`src/rtl/pattern_matcher.sv`:
```
`default_nettype none
// +------------------------------------------------------------------------+
// | Module   : pattern_matcher                                             |
// | Purpose  : Streaming byte-pattern matcher between UART RX and TX.      |
// |            The first bytes after reset or reload are a length byte and |
// |            the pattern. Later bytes are text searched for the pattern, |
// |            including overlapping matches. Each match produces a        |
// |            one-byte position report through a 1-deep pending slot.     |
// | Options  : CASE_FOLD_EN - fold 'A'..'Z' to 'a'..'z' before storage     |
// |            and compare (case-insensitive matching).                    |
// | Revision : 1.0 - initial release                                       |
// +------------------------------------------------------------------------+
module pattern_matcher #(
  parameter int PAT_MAX = 8,   // 2..16
  parameter int CNT_W   = 16   // must be >= 8 (reports carry pos[7:0])
) (
  input  logic             clk_s,
  input  logic             rstn_s,
  input  logic             iRELOAD,
  input  logic             iVALID,
  input  logic [7:0]       iDATA,
  input  logic             iTX_BUSY,
  output logic             oSEND,
  output logic [7:0]       oDATA,
  output logic             oMATCH,
  output logic [CNT_W-1:0] oCOUNT,
  output logic             oOVF,
  output logic [1:0]       oSTATE
);

  localparam int        LW        = $clog2(PAT_MAX + 1);
  localparam logic [7:0] C_PAT_MAX = 8'(PAT_MAX);

  typedef enum logic [1:0] {
    S_LOAD_LEN = 2'd0,
    S_LOAD_PAT = 2'd1,
    S_MATCH    = 2'd2
  } state_t;

  state_t           state_q;
  // Pattern is shifted in newest-first, so pat_q[k] lines up with win_q[k]
  // (both hold the k-th most recent byte) once loading is complete.
  logic [7:0]       pat_q [PAT_MAX];
  logic [7:0]       win_q [PAT_MAX];
  logic [LW-1:0]    len_q;
  logic [LW-1:0]    idx_q;
  logic [LW-1:0]    fill_q;
  logic [CNT_W-1:0] pos_q;
  logic [CNT_W-1:0] count_q;
  logic             slot_full_q;
  logic [7:0]       slot_data_q;
  logic             send_q;
  logic [7:0]       data_q;
  logic             match_q;
  logic             ovf_q;

  logic [7:0]       byte_in;
  logic [7:0]       win_d [PAT_MAX];
  logic [LW-1:0]    fill_inc;
  logic [LW-1:0]    fill_d;
  logic             eq;
  logic             report;
  logic             tx_free;

`ifdef CASE_FOLD_EN
  // Map upper-case ASCII to lower case for both pattern and text bytes
  always_comb begin
    byte_in = iDATA;
    if (iDATA >= 8'h41 && iDATA <= 8'h5A) byte_in = iDATA | 8'h20;
  end
`else
  assign byte_in = iDATA;
`endif

  // Window as it will look after this byte is shifted in (newest at 0)
  always_comb begin
    win_d[0] = byte_in;
    for (int k = 1; k < PAT_MAX; k++) win_d[k] = win_q[k-1];
  end

  // Compare the L newest bytes, including the incoming one, to the pattern
  always_comb begin
    eq = 1'b1;
    for (int k = 0; k < PAT_MAX; k++) begin
      if (LW'(k) < len_q && win_d[k] != pat_q[k]) eq = 1'b0;
    end
  end

  assign fill_inc = fill_q + LW'(1);
  assign fill_d   = (fill_inc > len_q) ? len_q : fill_inc;
  assign report   = (state_q == S_MATCH) && iVALID && !iRELOAD && eq &&
                    (fill_inc >= len_q);
  // A send in flight counts as busy so oSEND can never pulse back-to-back
  assign tx_free  = !iTX_BUSY && !send_q;

  // FSM, report path and all registered outputs
  always_ff @(posedge clk_s or negedge rstn_s) begin
    if (!rstn_s) begin
      state_q     <= S_LOAD_LEN;
      len_q       <= '0;
      idx_q       <= '0;
      fill_q      <= '0;
      pos_q       <= '0;
      count_q     <= '0;
      slot_full_q <= 1'b0;
      slot_data_q <= '0;
      send_q      <= 1'b0;
      data_q      <= '0;
      match_q     <= 1'b0;
      ovf_q       <= 1'b0;
      for (int k = 0; k < PAT_MAX; k++) begin
        pat_q[k] <= '0;
        win_q[k] <= '0;
      end
    end else begin
      match_q <= report;
      send_q  <= 1'b0;

      // Report path: direct send, park in slot, or drop when slot is taken
      if (report) begin
        if (count_q != '1) count_q <= count_q + 1'b1;
        if (tx_free) begin
          send_q <= 1'b1;
          if (slot_full_q) begin
            // Older parked report goes first; the new one takes the slot
            data_q      <= slot_data_q;
            slot_data_q <= pos_q[7:0];
          end else begin
            data_q <= pos_q[7:0];
          end
        end else if (!slot_full_q) begin
          slot_full_q <= 1'b1;
          slot_data_q <= pos_q[7:0];
        end else begin
          ovf_q <= 1'b1;
        end
      end else if (slot_full_q && tx_free) begin
        send_q      <= 1'b1;
        data_q      <= slot_data_q;
        slot_full_q <= 1'b0;
      end

      // Control: reload wins over any byte arriving in the same cycle
      if (iRELOAD) begin
        state_q <= S_LOAD_LEN;
        len_q   <= '0;
        idx_q   <= '0;
        fill_q  <= '0;
        pos_q   <= '0;
        count_q <= '0;
      end else if (iVALID) begin
        case (state_q)
          S_LOAD_LEN: begin
            if (iDATA != 8'd0 && iDATA <= C_PAT_MAX) begin
              len_q   <= iDATA[LW-1:0];
              idx_q   <= '0;
              state_q <= S_LOAD_PAT;
            end
          end
          S_LOAD_PAT: begin
            pat_q[0] <= byte_in;
            for (int k = 1; k < PAT_MAX; k++) pat_q[k] <= pat_q[k-1];
            idx_q <= idx_q + LW'(1);
            if (idx_q + LW'(1) == len_q) begin
              state_q <= S_MATCH;
              fill_q  <= '0;
              pos_q   <= '0;
              count_q <= '0;
              for (int k = 0; k < PAT_MAX; k++) win_q[k] <= '0;
            end
          end
          S_MATCH: begin
            win_q  <= win_d;
            fill_q <= fill_d;
            pos_q  <= pos_q + 1'b1;
          end
          default: state_q <= S_LOAD_LEN;
        endcase
      end
    end
  end

  assign oSEND  = send_q;
  assign oDATA  = data_q;
  assign oMATCH = match_q;
  assign oCOUNT = count_q;
  assign oOVF   = ovf_q;
  assign oSTATE = state_q;

endmodule
`default_nettype wire
```
`config.mk`:
```
export PLATFORM = sky130hd
export DESIGN_NAME = pattern_matcher
export DESIGN_NICKNAME = d
export VERILOG_FILES = /design/src/rtl/pattern_matcher.sv
export SDC_FILE = /design/constraint.sdc
export NUM_CORES = 1
export LEC_CHECK = 0
export CORE_UTILIZATION = 60
export CTS_CLUSTER_DIAMETER = 80
export DETAILED_ROUTE_END_ITERATION = 12
export GPL_ROUTABILITY_DRIVEN = 0
export PLACE_DENSITY = 0.87
export SYNTH_ARGS = -nofsm -noshare
export SYNTH_HDL_FRONTEND = slang
export SYNTH_SLANG_ARGS = --single-unit
```
`constraint.sdc`:
```
create_clock -name clk_s -period 2.43 [get_ports clk_s]
set_input_delay 0.486 -clock clk_s [delete_from_list [all_inputs] [get_ports clk_s]]
set_output_delay 0.486 -clock clk_s [all_outputs]
set_load 0.02 [all_outputs]
```
# == After elaboration in Yosys (flattened, before gate mapping) ==
# Cells that the tools add are included.
# word_totals
register_bits,186
word_cells,150
output_inout_bits,29
inputBits,13
# classes
addsub,4
bitwise_logic,2
magnitude_cmp,11
muxes,50
n_eq_ne,19
n_reduce_logical,37
# op_table
operator,count
16-bit 2-to-1 mux,9
64-bit one-hot mux with 2 select lines,1
64-bit 2-to-1 mux,1
8-bit != test,8
8-bit 2-to-1 mux,6
4-bit 2-to-1 mux,11
16-bit by 1-bit adder with 16-bit output (second input constant),2
16-bit one-hot mux with 2 select lines,1
3-bit by 4-bit < comparator with 1-bit output (first input constant),4
16-bit != test (second input constant),1
4-bit one-hot mux with 2 select lines,2
1-bit logical AND,15
3-bit AND reduction,5
1-bit 2-to-1 mux,14
2-bit nonzero test,5
4-bit by 1-bit adder with 4-bit output (second input constant),2
8-bit by 4-bit <= comparator with 1-bit output (second input constant),1
1-bit by 4-bit < comparator with 1-bit output (first input constant),2
2-bit by 4-bit < comparator with 1-bit output (first input constant),2
2-bit 2-to-1 mux,4
2-bit != test (second input constant),4
4-bit AND reduction,2
8-bit nonzero test,1
3-bit != test (second input constant),2
12 further kinds,18

# == Logic depth before layout (Yosys ltp) ==
# Gate-level depths: netlist of the first run.
# logic_depth
ltp_word,17
depth_mapped,12
mapped_depth_nobuf,11

# == Worst setup path before layout of the first run ==
# OpenSTA, ideal clock, no wires.
# synth_path
kind,register to register
from,reg fill_q[0]
to,reg count_q[6] (netlist: oCOUNT[6])
slack_ps,188
n_path_buf,0
arrival_time_ps,2163
stages_incl_launch_ff,11
synth_period_minus_slack_ps,2242
cell_sequence,dfrtp_1 ha_1 xor2_1 ha_1 nand2_1 o21ai_0 o2111ai_1 nor2_1 nand2_1 nor4b_1 mux2i_1
# synth_via
elab_chain_len,8
# synth_rtl
element,line,rtl
"start, declared",47,logic [LW-1:0] fill_q;
"start signal, assigned",174,fill_q <= fill_d;
4-bit by 1-bit adder with 4-bit output (*),89,assign fill_inc = fill_q + LW'(1);
4-bit >= comparator (*),92,(fill_inc >= len_q);
1-bit logical AND (*),91,assign report = (state_q == S_MATCH) && iVALID && !iRELOAD && eq &&
16-bit 2-to-1 mux (*),120,if (report) begin
16-bit 2-to-1 mux,164,if (idx_q + LW'(1) == len_q) begin
16-bit 2-to-1 mux,152,case (state_q)
16-bit 2-to-1 mux (*),151,end else if (iVALID) begin
16-bit 2-to-1 mux (*),144,if (iRELOAD) begin
"end signal, assigned",121,if (count_q != '1) count_q <= count_q + 1'b1;
"end, declared",49,logic [CNT_W-1:0] count_q;
# Every way passes the cells marked *; elsewhere a longest branch is shown, timed or not.
# A chain may end at the register's enable or synchronous reset.

# == Worst setup path in the final report of the first run ==
# layout_path
from,reg fill_q[1]
to,reg count_q[0] (netlist: oCOUNT[0])
# The elaborated chain is that of the path after synthesis.

==> flow_metrics.tcl, run 1 <==
set metrics [dict create \
    grt_pass1_vias 6324 \
    synthCells 813 \
    wire_per_inst_microns 18.6 \
    swShare_pct 21.5 \
    power_frac_seq_pct 47.1 \
    yosys-top-cells-area "dfrtp_1, nand2_1, xnor2_1" \
    cellInternalPower_uw 5170 \
    rsz0062_at_grt "yes" \
    arrival_ns 2.90 \
    fin_area_sq_um 10000 \
    drcViolationCount 0 \
    setup_viol 23 \
    area_growth_pct 23.2 \
    async_reset_ff_share_pct 100 \
    die_w_microns 119 \
    pwr-share-clk_pct 47.4 \
    die-area_sq_um 14000 \
    hold_viol 0 \
    finalCritPeriodShare_pct 105 \
    met3_usage_pct 5.79 \
    crit_chain "ha_2 > xor2_2 > ha_1 > nand2_2 > o21ai_2 > o2111ai_2 > nor2_1 > nand2_2 > buf_6 > or4_4 > o21ai_1" \
    slew_headroom_pct 36.5 \
    gr-total-overflow 0 \
    yosysWarnings 0 \
    whs_path_depth 1 \
    rr_worst_depth 11 \
    synth_top_area_cell "dfrtp_1" \
    hold_path_class "reg2reg" \
    max_freq_mhz 392 \
    row_count 42 \
    p_comb_share_pct 5.5 \
    cts.sink_count 178 \
    period_needed_ns 2.55 \
    cts_made_buffers 17 \
    ys_seq_area_share_pct 54.7 \
    insertion_delay_ns 0.43 \
    vias 6590 \
    leakage_uw 0.00480 \
    use_met2_pct 47.0 \
    crit_path_end_kind "register" \
    synth_cell_types 49 \
    syn-num-nets 834 \
    cts_root_buf "clkbuf_16" \
    synth_top_area_share_pct 54.7 \
    first_iter_violations 697 \
    worst_slew_pin_slew_ns 0.952 \
    vdd_drop_max_uv 521 \
    cp_max_fo 6 \
    place_area_sq_um 9100 \
    fin_setup_tns_ns -1.16 \
    crit_type "reg2reg" \
    cts_tree "done" \
    fin_worst_skew_ns 0.00910 \
    power_switching_uw 1410 \
    setup_slack_ns -0.119 \
    cts_buffer_depth 2 \
    grt_max_degree 67 \
    cap_violations 0 \
    place_ws_ns -0.482 \
    drtAntennaViolNets 0 \
    synth_ff_type "dfrtp_1" \
    antenna_found_initial 0 \
    synthesis.area_sq_um 8150 \
    avgSynthCellArea_sq_um 10.0 \
    io_pins 42 \
    path_common_cell "nand2_2" \
    synth.most_common_cell "nand2_1" \
    design.core.area_sq_um 13200 \
    finalNetCount 917 \
    grtUsageTotal_pct 28.6 \
    drv_slew 0 \
    cpMaxStageDelayCell "or4_4" \
    fin_util_pct 75.8 \
    htree_levels 4 \
    firstDrtPassIters 6 \
    ys_ff_latch 178 \
    power_density_nw_per_um2 655 \
    cp.required_ns 2.78 \
    synth_edf_count 0 \
    grt_pass1_wl_mm 31.4 \
    fill_cells 811 \
    dp_hpwl_mm 11.9 \
    violations "negative setup slack" \
    drive_above_1_share_pct 15.4 \
    portBuffers 41 \
    path_clk_slew_ns 0.07 \
    startpoint_type "register" \
    drt_wl_total_mm 20.2 \
    diodes 0 \
    die_y_microns 119 \
    ys_top_cells_by_count "nand2_1, dfrtp_1, xnor2_1" \
    met1_usage_pct 37.4 \
    viasPerCell 6.08 \
    outcome "finished with violations" \
    initial_core_util_pct 61.5 \
    globalRoute.busiestLayer "met2" \
    max_stage_delay_ns 0.50 \
    hold_ws_ns 0.476 \
]
-- layout make-up --
class	count	area (sq um)	area share [%]
multi-input cells	585	3650	36.4
clock inverters	12	226	2.26
repair buffers	105	992	9.89
inverters	9	41.3	0.411
clock buffers	19	453	4.51
flip-flops and latches	178	4450	44.4
well taps	176	220	2.19
-- routing by layer --
metal | vias to the layer above | wire length, microns
li1 | 2988 | -
met1 | 3284 | 8190
met2 | 271 | 10400
met3 | 47 | 1090
met4 | 0 | 513
met5 | - | 0
-- registers in the layout, summed over array words and instances, names as in the netlist --
name	cells
fill_q	4
idx_q	4
len_q	4
oCOUNT	16
oDATA	8
oMATCH	1
oOVF	1
oSEND	1
oSTATE	2
pat_q	64
pos_q	8
slot_data_q	8
slot_full_q	1
win_d	56
-- power by group through the flow --
stage	Clock [uW]	Sequential, uW	Combinational, uW
after detailed placement	0	3150	347
after CTS	3150	3100	355
after global routing	3260	3110	397
final	3120	3100	359
after global placement	0	3150	338
after floorplan	0	3130	182
-- path summary, 6_finish.rpt --
path / from / endpoint / slack, ns
setup / recovery: fill_q[1]$_DFFE_PN0P_ / oCOUNT[0]$_DFF_PN0_ / -0.12
hold / removal: oOVF$_DFFE_PN0P_ / oOVF$_DFFE_PN0P_ / 0.48
setup reg to reg: fill_q[1]$_DFFE_PN0P_ / oCOUNT[0]$_DFF_PN0_ / -0.12
hold reg to reg: oOVF$_DFFE_PN0P_ / oOVF$_DFFE_PN0P_ / 0.48
max in group asynchronous: rstn_s / oCOUNT[2]$_DFF_PN0_ / 1.11
min in group asynchronous: rstn_s / slot_data_q[0]$_DFFE_PN0P_ / 0.56
-- logic make-up after synthesis --
family | Yosys count | synth area share, %
and+or+nand+nor | 357 | 19.2
DFF | 178 | 54.7
AOI/OAI and AO/OA | 124 | 11.6
xor gates and xnor gates | 78 | 8.38
buffers and inverters | 50 | 2.56
muxes | 18 | 2.33
adders and majority gates | 8 | 1.23
-- stage by stage --
step / cells / total power [uW]
2_1_floorplan: 813 / 3310
3_3_place_gp: 1046 / 3490
3_5_place_dp: 1046 / 3500
4_1_cts: 1078 / 6600
5_1_grt: 1084 / 6760
6_report: 1084 / 6580
-- critical path, delay by kind of cell, from the launching register on --
kind	cells	cell delay, ns
flip-flops	1	0.42
adder cells (fa/ha/maj)	2	0.54
XOR/XNOR	1	0.17
AND/OR/NAND/NOR	4	0.81
AO/OA/AOI/OAI	3	0.38
buffers and inverters	1	0.14
-- cells in the final DEF (no fill, tap or decap), types with 5 or more instances in the layout --
cell             instances
nor3_1                  20
mux2i_1                 10
and3_1                   6
xor2_1                  11
a21oi_1                 13
o22ai_1                  9
clkdlybuf4s50_1         40
buf_6                    7
ha_1                     7
o21ai_0                 14
buf_4                   51
nand4_1                 19
nor4_1                   5
xnor2_1                 65
dfrtp_1                178
nor2_1                  33
bufinv_16                6
nand2_1                227
clkbuf_16               18
or4_1                    5
mux2_2                   8
nand3_1                 12
a22o_1                  58
inv_1                    8
-- timing repair --
action / 4_1_cts / 5_1_grt
cloned: 0 / 2
hold buffers: 1 / 0
pin swaps: 3 / 27
hold endpoints to repair: 9 / 0
endpoints found under the setup margin: 33 / 35
buffers inserted: 0 / 4
gates resized for setup: 8 / 33
(Power assumes the default switching activity.)
==> run 2, diff against run 1 <==
--- a/config.mk
+++ b/config.mk
@@ -5,11 +5,14 @@
 export SDC_FILE = /design/constraint.sdc
 export NUM_CORES = 1
 export LEC_CHECK = 0
-export CORE_UTILIZATION = 60
+export CELL_PAD_IN_SITES_DETAIL_PLACEMENT = 0
+export CELL_PAD_IN_SITES_GLOBAL_PLACEMENT = 2
+export CORE_MARGIN = 8
+export CORE_UTILIZATION = 39
 export CTS_CLUSTER_DIAMETER = 80
 export DETAILED_ROUTE_END_ITERATION = 12
 export GPL_ROUTABILITY_DRIVEN = 0
-export PLACE_DENSITY = 0.87
+export PLACE_DENSITY = 0.86
 export SYNTH_ARGS = -nofsm -noshare
 export SYNTH_HDL_FRONTEND = slang
 export SYNTH_SLANG_ARGS = --single-unit
==> flow_metrics.tcl, run 2 (synthesis gave the netlist of run 1 again) <==
set metrics [dict create \
    outcome "finished with violations" \
    violations "negative hold slack, negative setup slack" \
    path_clk_slew_ns 0.07 \
    cts_root_buf "clkbuf_16" \
    worst_slew_pin_slew_ns 1.05 \
    wire_per_inst_microns 16.4 \
    wl_met1_mm 9.53 \
    drcViolationCount 0 \
    setup_slack_ns -0.000787 \
    finalNetCount 933 \
    gr-total-overflow 0 \
    fill_cells 1947 \
    grt_max_degree 67 \
    insertion_delay_ns 0.43 \
    layout.cells.most_common "nand2_1" \
    drt_wl_total_mm 19.6 \
    hold_ws_ns -0.00570 \
    largest_register_ffs 64 \
    firstDrtPassIters 4 \
    die_y_microns 161 \
    drv_slew 0 \
    leakage_uw 0.00490 \
    drive_above_1_share_pct 17.9 \
    total_power_uw 6430 \
    initial_core_util_pct 39.3 \
    design.core.area_sq_um 20800 \
    first_iter_violations 366 \
    row_count 53 \
    grt_pass1_vias 6301 \
    cts_hold_buffers 0 \
    finalCritPeriodShare_pct 100 \
    crit_path_end_kind "register" \
    dp_hpwl_mm 12.5 \
    regArea_sq_um 4450 \
    grtUsageTotal_pct 15.4 \
    io_pins 42 \
    cp.required_ns 2.78 \
    power_density_nw_per_um2 620 \
    route.met3.wl_microns 568 \
    diodes 0 \
    crit_type "reg2reg" \
    arrival_ns 2.78 \
    place_ws_ns -0.692 \
    cts_tree "done" \
    setup_viol 1 \
    period_needed_ns 2.43 \
    max_freq_mhz 411 \
    vdd_drop_max_uv 498 \
    max_stage_delay_ns 0.49 \
    cap_violations 0 \
    vias 6181 \
    htree_levels 4 \
    viasPerCell 5.15 \
    rsz0062_at_grt "yes" \
    hold_viol 4 \
    hold_path_class "in2async" \
    cts_buffer_depth 2 \
    layout_common_cells "nand2_1, dfrtp_1, buf_4" \
    top_register "pat_q" \
    multiInputGateArea_sq_um 3770 \
    cpMaxStageDelayCell "or4_1" \
    die_w_microns 161 \
    drtAntennaViolNets 0 \
    top_layer_used "met4" \
    cp_max_fo 6 \
    worst-r2r-setup-slack_ns -0.0008 \
    cts.sink_count 178 \
    grt_pass1_wl_mm 32.6 \
    slew_headroom_pct 30.0 \
    die-area_sq_um 25800 \
    wl_met2_mm 9.33 \
    portBuffers 41 \
    fin_worst_skew_ns 0.00818 \
    crit_chain "xnor2_1 > nand4_1 > nor4_4 > o2111ai_1 > o22ai_1 > nand2_2 > buf_12 > or4_1 > o21ai_1" \
    cts_made_buffers 17 \
    fin_util_pct 50.0 \
    area_growth_pct 27.3 \
    startpoint_type "register" \
    antenna_found_initial 0 \
]
-- run 2: cell count changes in the layout (fill, tap and decap cells not counted), sizes merged, moves of 2 or more --
| cell | change |
|---|---|
| buf | +16 |
| bufinv | -3 |
| clkdlybuf4s50 | -8 |
| clkinv | +4 |
| dlygate4sd2 | +8 |
| inv | +2 |
-- run 2: where the power goes --
group	switching, uW	leakage, uW	internal (uW)	total [uW]
Clock	1260	0.000303	1660	2920
Combinational	232	0.00212	195	427
Sequential	53.6	0.00248	3030	3080
-- run 2: path summary, 6_finish.rpt --
check / from / to / depth (start not counted)
setup / recovery: win_d[48]$_DFFE_PN0P_ / oCOUNT[0]$_DFF_PN0_ / 9
hold / removal: rstn_s / oCOUNT[10]$_DFF_PN0_ / 1
setup reg to reg: win_d[48]$_DFFE_PN0P_ / oCOUNT[0]$_DFF_PN0_ / 9
hold reg to reg: oOVF$_DFFE_PN0P_ / oOVF$_DFFE_PN0P_ / 1
max in group asynchronous: rstn_s / win_d[52]$_DFFE_PN0P_ / 2
min in group clk_s: oOVF$_DFFE_PN0P_ / oOVF$_DFFE_PN0P_ / 1
-- run 2: what timing repair did --
item | 4_1_cts | 5_1_grt
cloned | 1 | 1
resized for setup | 30 | 35
pin swaps | 18 | 22
endpoints found under the setup margin | 34 | 35
buffers inserted | 9 | 2
-- run 2: metrics by stage --
stage	TNS [ns]	std cells	instance area [sq um]
after detailed placement	-22.94	1155	9330
after global routing	-1.58	1200	10400
final	-0.000787	1200	10400
after floorplan	0	813	8150
after global placement	-22.72	1155	9330
after CTS	-0.0204	1197	10100
-- run 2: metal layers --
layer / track usage, % / up-vias
met5: 0 / -
met4: 4.29 / 0
met3: 3.17 / 18
met2: 24.9 / 76
met1: 20.7 / 3080
li1: - / 3007
-- run 2: critical path, delay by kind of cell, from the launching register on --
family | cells | cell delay (ns)
AOI/OAI and AO/OA | 3 | 0.41
xor gates and xnor gates | 1 | 0.18
DFF | 1 | 0.43
buffers and inverters | 1 | 0.16
and+or+nand+nor | 4 | 1.17
-- run 2: layout make-up --
class,instances,share of cell area (%)
Clock inverter,14,1.91
Sequential cell,178,42.9
Timing Repair Buffer,121,10.9
Tap cell,275,3.32
Clock buffer,18,4.14
Inverter,9,0.446
Multi-Input combinational cell,585,36.3
